$ cat src/rtl/sid_osc_bank.sv
// sid_osc_bank: bank of SID-style oscillator voices sharing one datapath.
// Each voice-tick strobe (clkEn) snapshots every accumulator MSB, then a
// sequencer updates one voice per clock and pulses oValid when all are done.
//
// Parameters:
//   NUM_VOICES 1..4   number of voices
//   ACC_WIDTH  16..32 phase accumulator width
//   BASE_ADDR         address of voice 0 register 0
//   STRIDE            address distance between voices
// Ports:
//   clk     rising-edge clock
//   iRst    asynchronous active-high reset
//   clkEn   one-cycle voice-tick strobe
//   iWE     register write strobe
//   iAddr   register address (5 bits)
//   iData   write data (8 bits)
//   oVoice  mixed voice outputs, voice i at [12*i+11:12*i]
//   oValid  one-cycle pulse once every voice has been updated for a tick
//   oBusy   high while the sequencer is not idle
//   oOvr    sticky overrun flag (tick arrived while busy)
//   oOsc3   top 8 bits of the last voice (readback)
// Build option:
//   SID_OSC_BANK_READBACK_EN  enables oOsc3 readback; otherwise tied to 0.
module sid_osc_bank #(
    parameter int NUM_VOICES = 3,
    parameter int ACC_WIDTH  = 24,
    parameter int BASE_ADDR  = 0,
    parameter int STRIDE     = 7
) (
    input  logic                      clk,
    input  logic                      iRst,
    input  logic                      clkEn,
    input  logic                      iWE,
    input  logic [4:0]                iAddr,
    input  logic [7:0]                iData,
    output logic [NUM_VOICES*12-1:0]  oVoice,
    output logic                      oValid,
    output logic                      oBusy,
    output logic                      oOvr,
    output logic [7:0]                oOsc3
);

    localparam int NV = NUM_VOICES;

    typedef enum logic [1:0] {
        S_IDLE = 2'd0,
        S_RUN  = 2'd1,
        S_DONE = 2'd2
    } state_t;

    state_t state_q, state_d;
    logic [1:0] idx_q, idx_d;
    logic       last;
    logic       tick_ok;
    logic       upd;

    // Voice registers; CTRL bit 0 has no function and is not stored.
    logic [NV-1:0][15:0]          freq_q;
    logic [NV-1:0][11:0]          pw_q;
    logic [NV-1:0][7:1]           ctrl_q;
    logic [NV-1:0][4:0]           wsel;

    logic [NV-1:0][ACC_WIDTH-1:0] phase_q;
    logic [NV-1:0][22:0]          lfsr_q;
    logic [NV-1:0][11:0]          voice_q;
    logic [NV-1:0]                snap_q;
    logic [NV-1:0]                snap_prev_q;
    logic                         ovr_q;

    // Shared update datapath operands (selected by idx_q)
    logic [ACC_WIDTH-1:0] ph_cur, ph_d;
    logic [22:0]          lf_cur, lf_d;
    logic [15:0]          f_cur;
    logic [11:0]          pw_cur;
    logic [7:1]           c_cur;
    logic                 src_now, src_old, fell;
    logic [11:0]          p_top, pul, tri_w, noise, mix;

    assign last    = (idx_q == 2'(NV - 1));
    assign tick_ok = clkEn && (state_q == S_IDLE);
    assign upd     = (state_q == S_RUN);

    // ---------------- sequencer: state register ----------------
    always_ff @(posedge clk or posedge iRst) begin
        if (iRst) begin
            state_q <= S_IDLE;
            idx_q   <= 2'd0;
        end else begin
            state_q <= state_d;
            idx_q   <= idx_d;
        end
    end

    // ---------------- sequencer: next state ----------------
    always_comb begin
        state_d = state_q;
        idx_d   = idx_q;
        case (state_q)
            S_IDLE: begin
                if (clkEn) begin
                    state_d = S_RUN;
                    idx_d   = 2'd0;
                end
            end
            S_RUN: begin
                if (last) begin
                    state_d = S_DONE;
                end else begin
                    idx_d = idx_q + 2'd1;
                end
            end
            S_DONE:  state_d = S_IDLE;
            default: state_d = S_IDLE;
        endcase
    end

    // ---------------- sequencer: outputs ----------------
    always_comb begin
        oBusy  = (state_q != S_IDLE);
        oValid = (state_q == S_DONE);
    end

    // ---------------- register write decode ----------------
    always_comb begin
        wsel = '0;
        for (int i = 0; i < NV; i++) begin
            for (int k = 0; k < 5; k++) begin
                if (iWE && int'({27'd0, iAddr}) == BASE_ADDR + STRIDE * i + k) begin
                    wsel[i][k] = 1'b1;
                end
            end
        end
    end

    always_ff @(posedge clk or posedge iRst) begin
        if (iRst) begin
            freq_q <= '0;
            pw_q   <= '0;
            ctrl_q <= '0;
        end else begin
            for (int i = 0; i < NV; i++) begin
                if (wsel[i][0]) freq_q[i][7:0]  <= iData;
                if (wsel[i][1]) freq_q[i][15:8] <= iData;
                if (wsel[i][2]) pw_q[i][7:0]    <= iData;
                if (wsel[i][3]) pw_q[i][11:8]   <= iData[3:0];
                if (wsel[i][4]) ctrl_q[i]       <= iData[7:1];
            end
        end
    end

    // ---------------- operand select ----------------
    // Sync/ring source is the previous voice (wrapping); it reads only the
    // tick snapshots, so results do not depend on update order.
    always_comb begin
        ph_cur  = '0;
        lf_cur  = '0;
        f_cur   = '0;
        pw_cur  = '0;
        c_cur   = '0;
        src_now = 1'b0;
        src_old = 1'b0;
        for (int i = 0; i < NV; i++) begin
            if (idx_q == 2'(i)) begin
                ph_cur  = phase_q[i];
                lf_cur  = lfsr_q[i];
                f_cur   = freq_q[i];
                pw_cur  = pw_q[i];
                c_cur   = ctrl_q[i];
                src_now = snap_q[(i + NV - 1) % NV];
                src_old = snap_prev_q[(i + NV - 1) % NV];
            end
        end
    end

    // ---------------- voice datapath ----------------
    always_comb begin
        fell = src_old & ~src_now;
        if (c_cur[3] || (c_cur[1] && fell)) begin
            ph_d = '0;
        end else begin
            ph_d = ph_cur + ACC_WIDTH'(f_cur);
        end

        if (c_cur[3]) begin
            lf_d = '1;
        end else if (!ph_cur[ACC_WIDTH-5] && ph_d[ACC_WIDTH-5]) begin
            lf_d = {lf_cur[21:0], lf_cur[22] ^ lf_cur[17]};
        end else begin
            lf_d = lf_cur;
        end

        p_top = ph_d[ACC_WIDTH-1 -: 12];
        pul   = (p_top >= pw_cur) ? 12'hFFF : 12'h000;
        tri_w = ph_d[ACC_WIDTH-2 -: 12]
              ^ {12{ph_d[ACC_WIDTH-1] ^ (c_cur[2] & src_now)}};
        noise = {lf_d[20], lf_d[18], lf_d[14], lf_d[11],
                 lf_d[9], lf_d[5], lf_d[2], lf_d[0], 4'b0000};

        mix = 12'hFFF;
        if (c_cur[7]) mix = mix & noise;
        if (c_cur[6]) mix = mix & pul;
        if (c_cur[5]) mix = mix & p_top;
        if (c_cur[4]) mix = mix & tri_w;
        if (c_cur[7:4] == 4'd0) mix = 12'h000;
    end

    // ---------------- voice state ----------------
    always_ff @(posedge clk or posedge iRst) begin
        if (iRst) begin
            phase_q     <= '0;
            lfsr_q      <= '1;
            voice_q     <= '0;
            snap_q      <= '0;
            snap_prev_q <= '0;
            ovr_q       <= 1'b0;
        end else begin
            if (tick_ok) begin
                snap_prev_q <= snap_q;
                for (int i = 0; i < NV; i++) begin
                    snap_q[i] <= phase_q[i][ACC_WIDTH-1];
                end
            end
            for (int i = 0; i < NV; i++) begin
                if (upd && idx_q == 2'(i)) begin
                    phase_q[i] <= ph_d;
                    voice_q[i] <= mix;
                end
                // Test holds the noise generator at all ones continuously.
                if (ctrl_q[i][3]) begin
                    lfsr_q[i] <= '1;
                end else if (upd && idx_q == 2'(i)) begin
                    lfsr_q[i] <= lf_d;
                end
            end
            if (clkEn && state_q != S_IDLE) begin
                ovr_q <= 1'b1;
            end
        end
    end

    assign oVoice = voice_q;
    assign oOvr   = ovr_q;

`ifdef SID_OSC_BANK_READBACK_EN
    logic [7:0] osc3_q;

    always_ff @(posedge clk or posedge iRst) begin
        if (iRst) begin
            osc3_q <= 8'h00;
        end else if (upd && last) begin
            osc3_q <= mix[11:4];
        end
    end

    assign oOsc3 = osc3_q;
`else
    assign oOsc3 = 8'h00;
`endif

endmodule

$ cat config.mk
export PLATFORM = sky130hd
export DESIGN_NAME = sid_osc_bank
export DESIGN_NICKNAME = d
export VERILOG_FILES = /design/src/rtl/sid_osc_bank.sv
export SDC_FILE = /design/constraint.sdc
export NUM_CORES = 1
export LEC_CHECK = 0
export ABC_AREA = 1
export BUFFER_PORTS_ARGS = -buffer_cell sky130_fd_sc_hd__buf_2
export CAP_MARGIN = 20
export CORE_ASPECT_RATIO = 1.75
export CORE_MARGIN = 1.5
export CORE_UTILIZATION = 45
export CTS_CLUSTER_DIAMETER = 200
export CTS_CLUSTER_SIZE = 14
export DETAILED_ROUTE_END_ITERATION = 6
export PLACE_DENSITY = 0.67
export SYNTH_ARGS = -nofsm -noshare
export SYNTH_HDL_FRONTEND = slang
export SYNTH_SLANG_ARGS = --single-unit
$ cat constraint.sdc
create_clock -name clk -period 26.5 [get_ports clk]
set_clock_uncertainty 0.2 [all_clocks]
set_input_delay 2.65 -clock clk [delete_from_list [all_inputs] [get_ports clk]]
set_output_delay 2.65 -clock clk [all_outputs]
set_load 0.02 [all_outputs]
==> impl_metrics.ini <==
[setup_path]
cpPeakStageDelay_ps = 540
critPathLaunchType = flop
worst_ep_arrival_time_ps = 6220
worst-r2r-setup-slack_ps = 20550
r2r_end = oVoice[24]
cp_max_fo = 42
timing_worst_setup_path_type = flop to flop
timing.rr.start = idx_q[0]
cp-end-kind = flop
rr_worst_depth = 31
crit_path_top_delay_cell = buf_4
worstPathRequired_ps = 26780
cp_common_cell = nand2_1

[final_layout]
drive_above_1_share_pct = 12.84
fillCellCount = 3196
area_growth_pct = 7.603
ff_latch_area_um2 = 7418
diodes = 0
multi_input_area_um2 = 6495
layout.nets = 1894
final_cell_area_um2 = 16150

[yosys]
syn_avg_cell_area_um2 = 8.113
yosysWarnings = 0
synth_top_family_by_area = simple AND/OR/NAND/NOR gates
synthTopCellsByCount = 478 x nand2_1, 225 x o21ai_0, 224 x dfrtp_1
synthArstFlopShare_pct = 100.0
muxShareOfSynthArea_pct = 0
synth_compound_area_share_pct = 17.67
synth_cells = 1850
synth_cell_types = 52
synthAdderAreaFrac_pct = 2.718
synth-main-ff-cell = dfrtp_1
synth_xor_area_share_pct = 0.5252
synthTopCellsByArea = dfrtp_1 37%, dfstp_2 12%, nand2_1 12%, o21ai_0 7.5%, a22oi_1 4.5%
synth_edf_count = 0
synth-seq-cells = 293
synthSimpleGateAreaFrac_pct = 22.08
ys_seq_area_share_pct = 49.43
yosysMostFrequentCell = nand2_1
syn-cell-area_um2 = 15010
yosys.area.top_type = dfrtp_1
synth_top_area_share_pct = 37.35

[power_and_ir_drop]
peakVddDrop_v = 0.00005474
power_density_nw_per_um2 = 131.0
total_power_mw = 2.115
leakagePower_nw = 7.982

[sta]
hold_ws_ps = 251.3
grt_setup_unrepaired = no
fin_tns_setup_ps = 0
setup_viol = 0
setup_ws_ps = 20550
finalCritPeriodShare_pct = 22.44
worstMarginPinSlew_ps = 1069
max_freq_ghz = 0.1682
hold_violations = 0
slew_headroom_pct = 28.74
drv_slew = 0
fin_crit_ps = 5945

[floorplanning]
dieArea_um2 = 34500
start_util_pct = 45.59
rows = 88
fp.dieH_um = 244.6
coreArea_um2 = 32920
io_pins = 64
die_width_um = 141.1

[min_path]
min-delay-start = oOvr
worstHoldPathType = flop to flop
min_path_cells = 1
min_to = oOvr

[drt]
drt-pass1-iter-count = 5
viasPerCell = 5.586
drtAntennaViolNets = 0
drt_iter0_markers = 819
vias = 12660
wl_per_cell_um = 18.90
routed_wl_um = 42840
drc_errors = 0

[global_route]
grt_util_all_layers_pct = 25.26
grt_pass1_vias = 12580
grt.met1_usage_pct = 27.34
gr-usage-met3_pct = 2.036
antenna_found_initial = 0
grt_max_degree = 182
grt.busiest_layer = met2
grt_overflow_total = 0
grt_pass1_wl_um = 68280
use_met2_pct = 48.00

[placed_design]
dpl_cell_area_um2 = 15460
routabilityCongestion = 0.9271
dpl_worst_slack_ps = 20580
hpwl_um = 29240
io_buffer_count = 55

[clocking]
clk_pin_slew_ps = 70
worstSkewPairLatency_ps = 550
cts.sinks = 293
cts-root-buf = clkbuf_16
cts_hold_buf = 0
cts_tree = yes
cts_buffer_depth = 3
postCtsResizedCells = 0
post-cts-setup-buffer-count = 0
htreeDepth = 1
cts_buffers = 24

[run_status]
status = completed

[run]
cap_violations = 0
registers in the layout, indices dropped and copies added, names as in the netlist:
signal	flops
phase_q	72
lfsr_q	69
freq_q	48
oVoice	36
pw_q	36
ctrl_q	21
snap_prev_q	3
snap_q	3
idx_q	2
state_q	2
oOvr	1
metrics by stage:
stage / utilization (%) / cells
after CTS: 49.05 / 2267
after global routing: 49.05 / 2267
final: 49.05 / 2267
after global placement: 46.97 / 2224
after floorplan: - / 1857
after detailed placement: 46.97 / 2224
layout make-up:
cell class | instances | area share [%]
flip-flops and latches | 293 | 45.94
multi-input cells | 1288 | 40.22
clock buffers | 42 | 4.137
inverters | 167 | 3.944
well taps | 405 | 3.138
repair buffers | 71 | 2.526
clock inverters | 1 | 0.1007
worst max path at each step:
| stage | slack (ps) | to | from |
|---|---|---|---|
| floorplan | 15670 | ctrl_q[0] | iRst |
| CTS | 20540 | oVoice[24] | idx_q[0] |
| detailed placement | 20580 | oVoice[25] | idx_q[0] |
| global placement | 20680 | oVoice[25] | idx_q[0] |
| global route | 19960 | oVoice[1] | idx_q[0] |
| finish | 20550 | oVoice[24] | idx_q[0] |
logic make-up (layout without fill, tap and decap cells):
family,count (synthesis),count (layout)
other,1,8
buffers and inverters,276,281
XOR/XNOR,9,9
AO/OA/AOI/OAI,463,463
flip-flops,293,293
AND/OR/NAND/NOR,776,776
adder cells (fa/ha/maj),32,32
placed cells by master, fill, tap and decap left out, types with 4 or more instances in the layout:
cell type,Yosys,layout
ha_1,31,29
nand3_2,18,18
nor3_1,7,6
dfrtp_1,224,224
nand2_1,478,478
o21ai_1,11,11
inv_1,151,150
o21ai_0,225,225
nor2_2,9,10
a31oi_1,4,4
clkbuf_1,67,18
a21oi_1,90,90
nand3_1,87,87
o22ai_1,23,23
nor2_1,151,150
xor2_1,5,5
a21boi_0,4,4
dfstp_2,69,69
inv_2,14,14
clkbuf_16,0,24
a22oi_1,89,89
buf_2,10,55
buf_4,12,15
conb_1,1,8
xnor2_1,4,4
or2_2,5,5
metal layers:
metal	wire, um	up-vias
met5	0	-
met4	2452	0
met3	1436	114
met2	22960	334
met1	15990	6149
li1	-	6066
critical path, delay by kind of cell (launching register included):
family | cells | cell delay [ps]
flip-flops | 1 | 400
adder cells (fa/ha/maj) | 4 | 1310
AND/OR/NAND/NOR | 15 | 1690
buffers and inverters | 4 | 820
AO/OA/AOI/OAI | 8 | 1440
power by group:
| part | internal (mW) | total, mW | switching, mW | leakage (nW) |
|---|---|---|---|---|
| registers | 0.621 | 0.692 | 0.0710 | 3.66 |
| logic | 0.321 | 1.09 | 0.768 | 4.00 |
| clock network | 0.171 | 0.334 | 0.163 | 0.324 |
| total | 1.11 | 2.12 | 1.00 | 7.98 |
No activity file was read; power rests on OpenSTA's default activity.
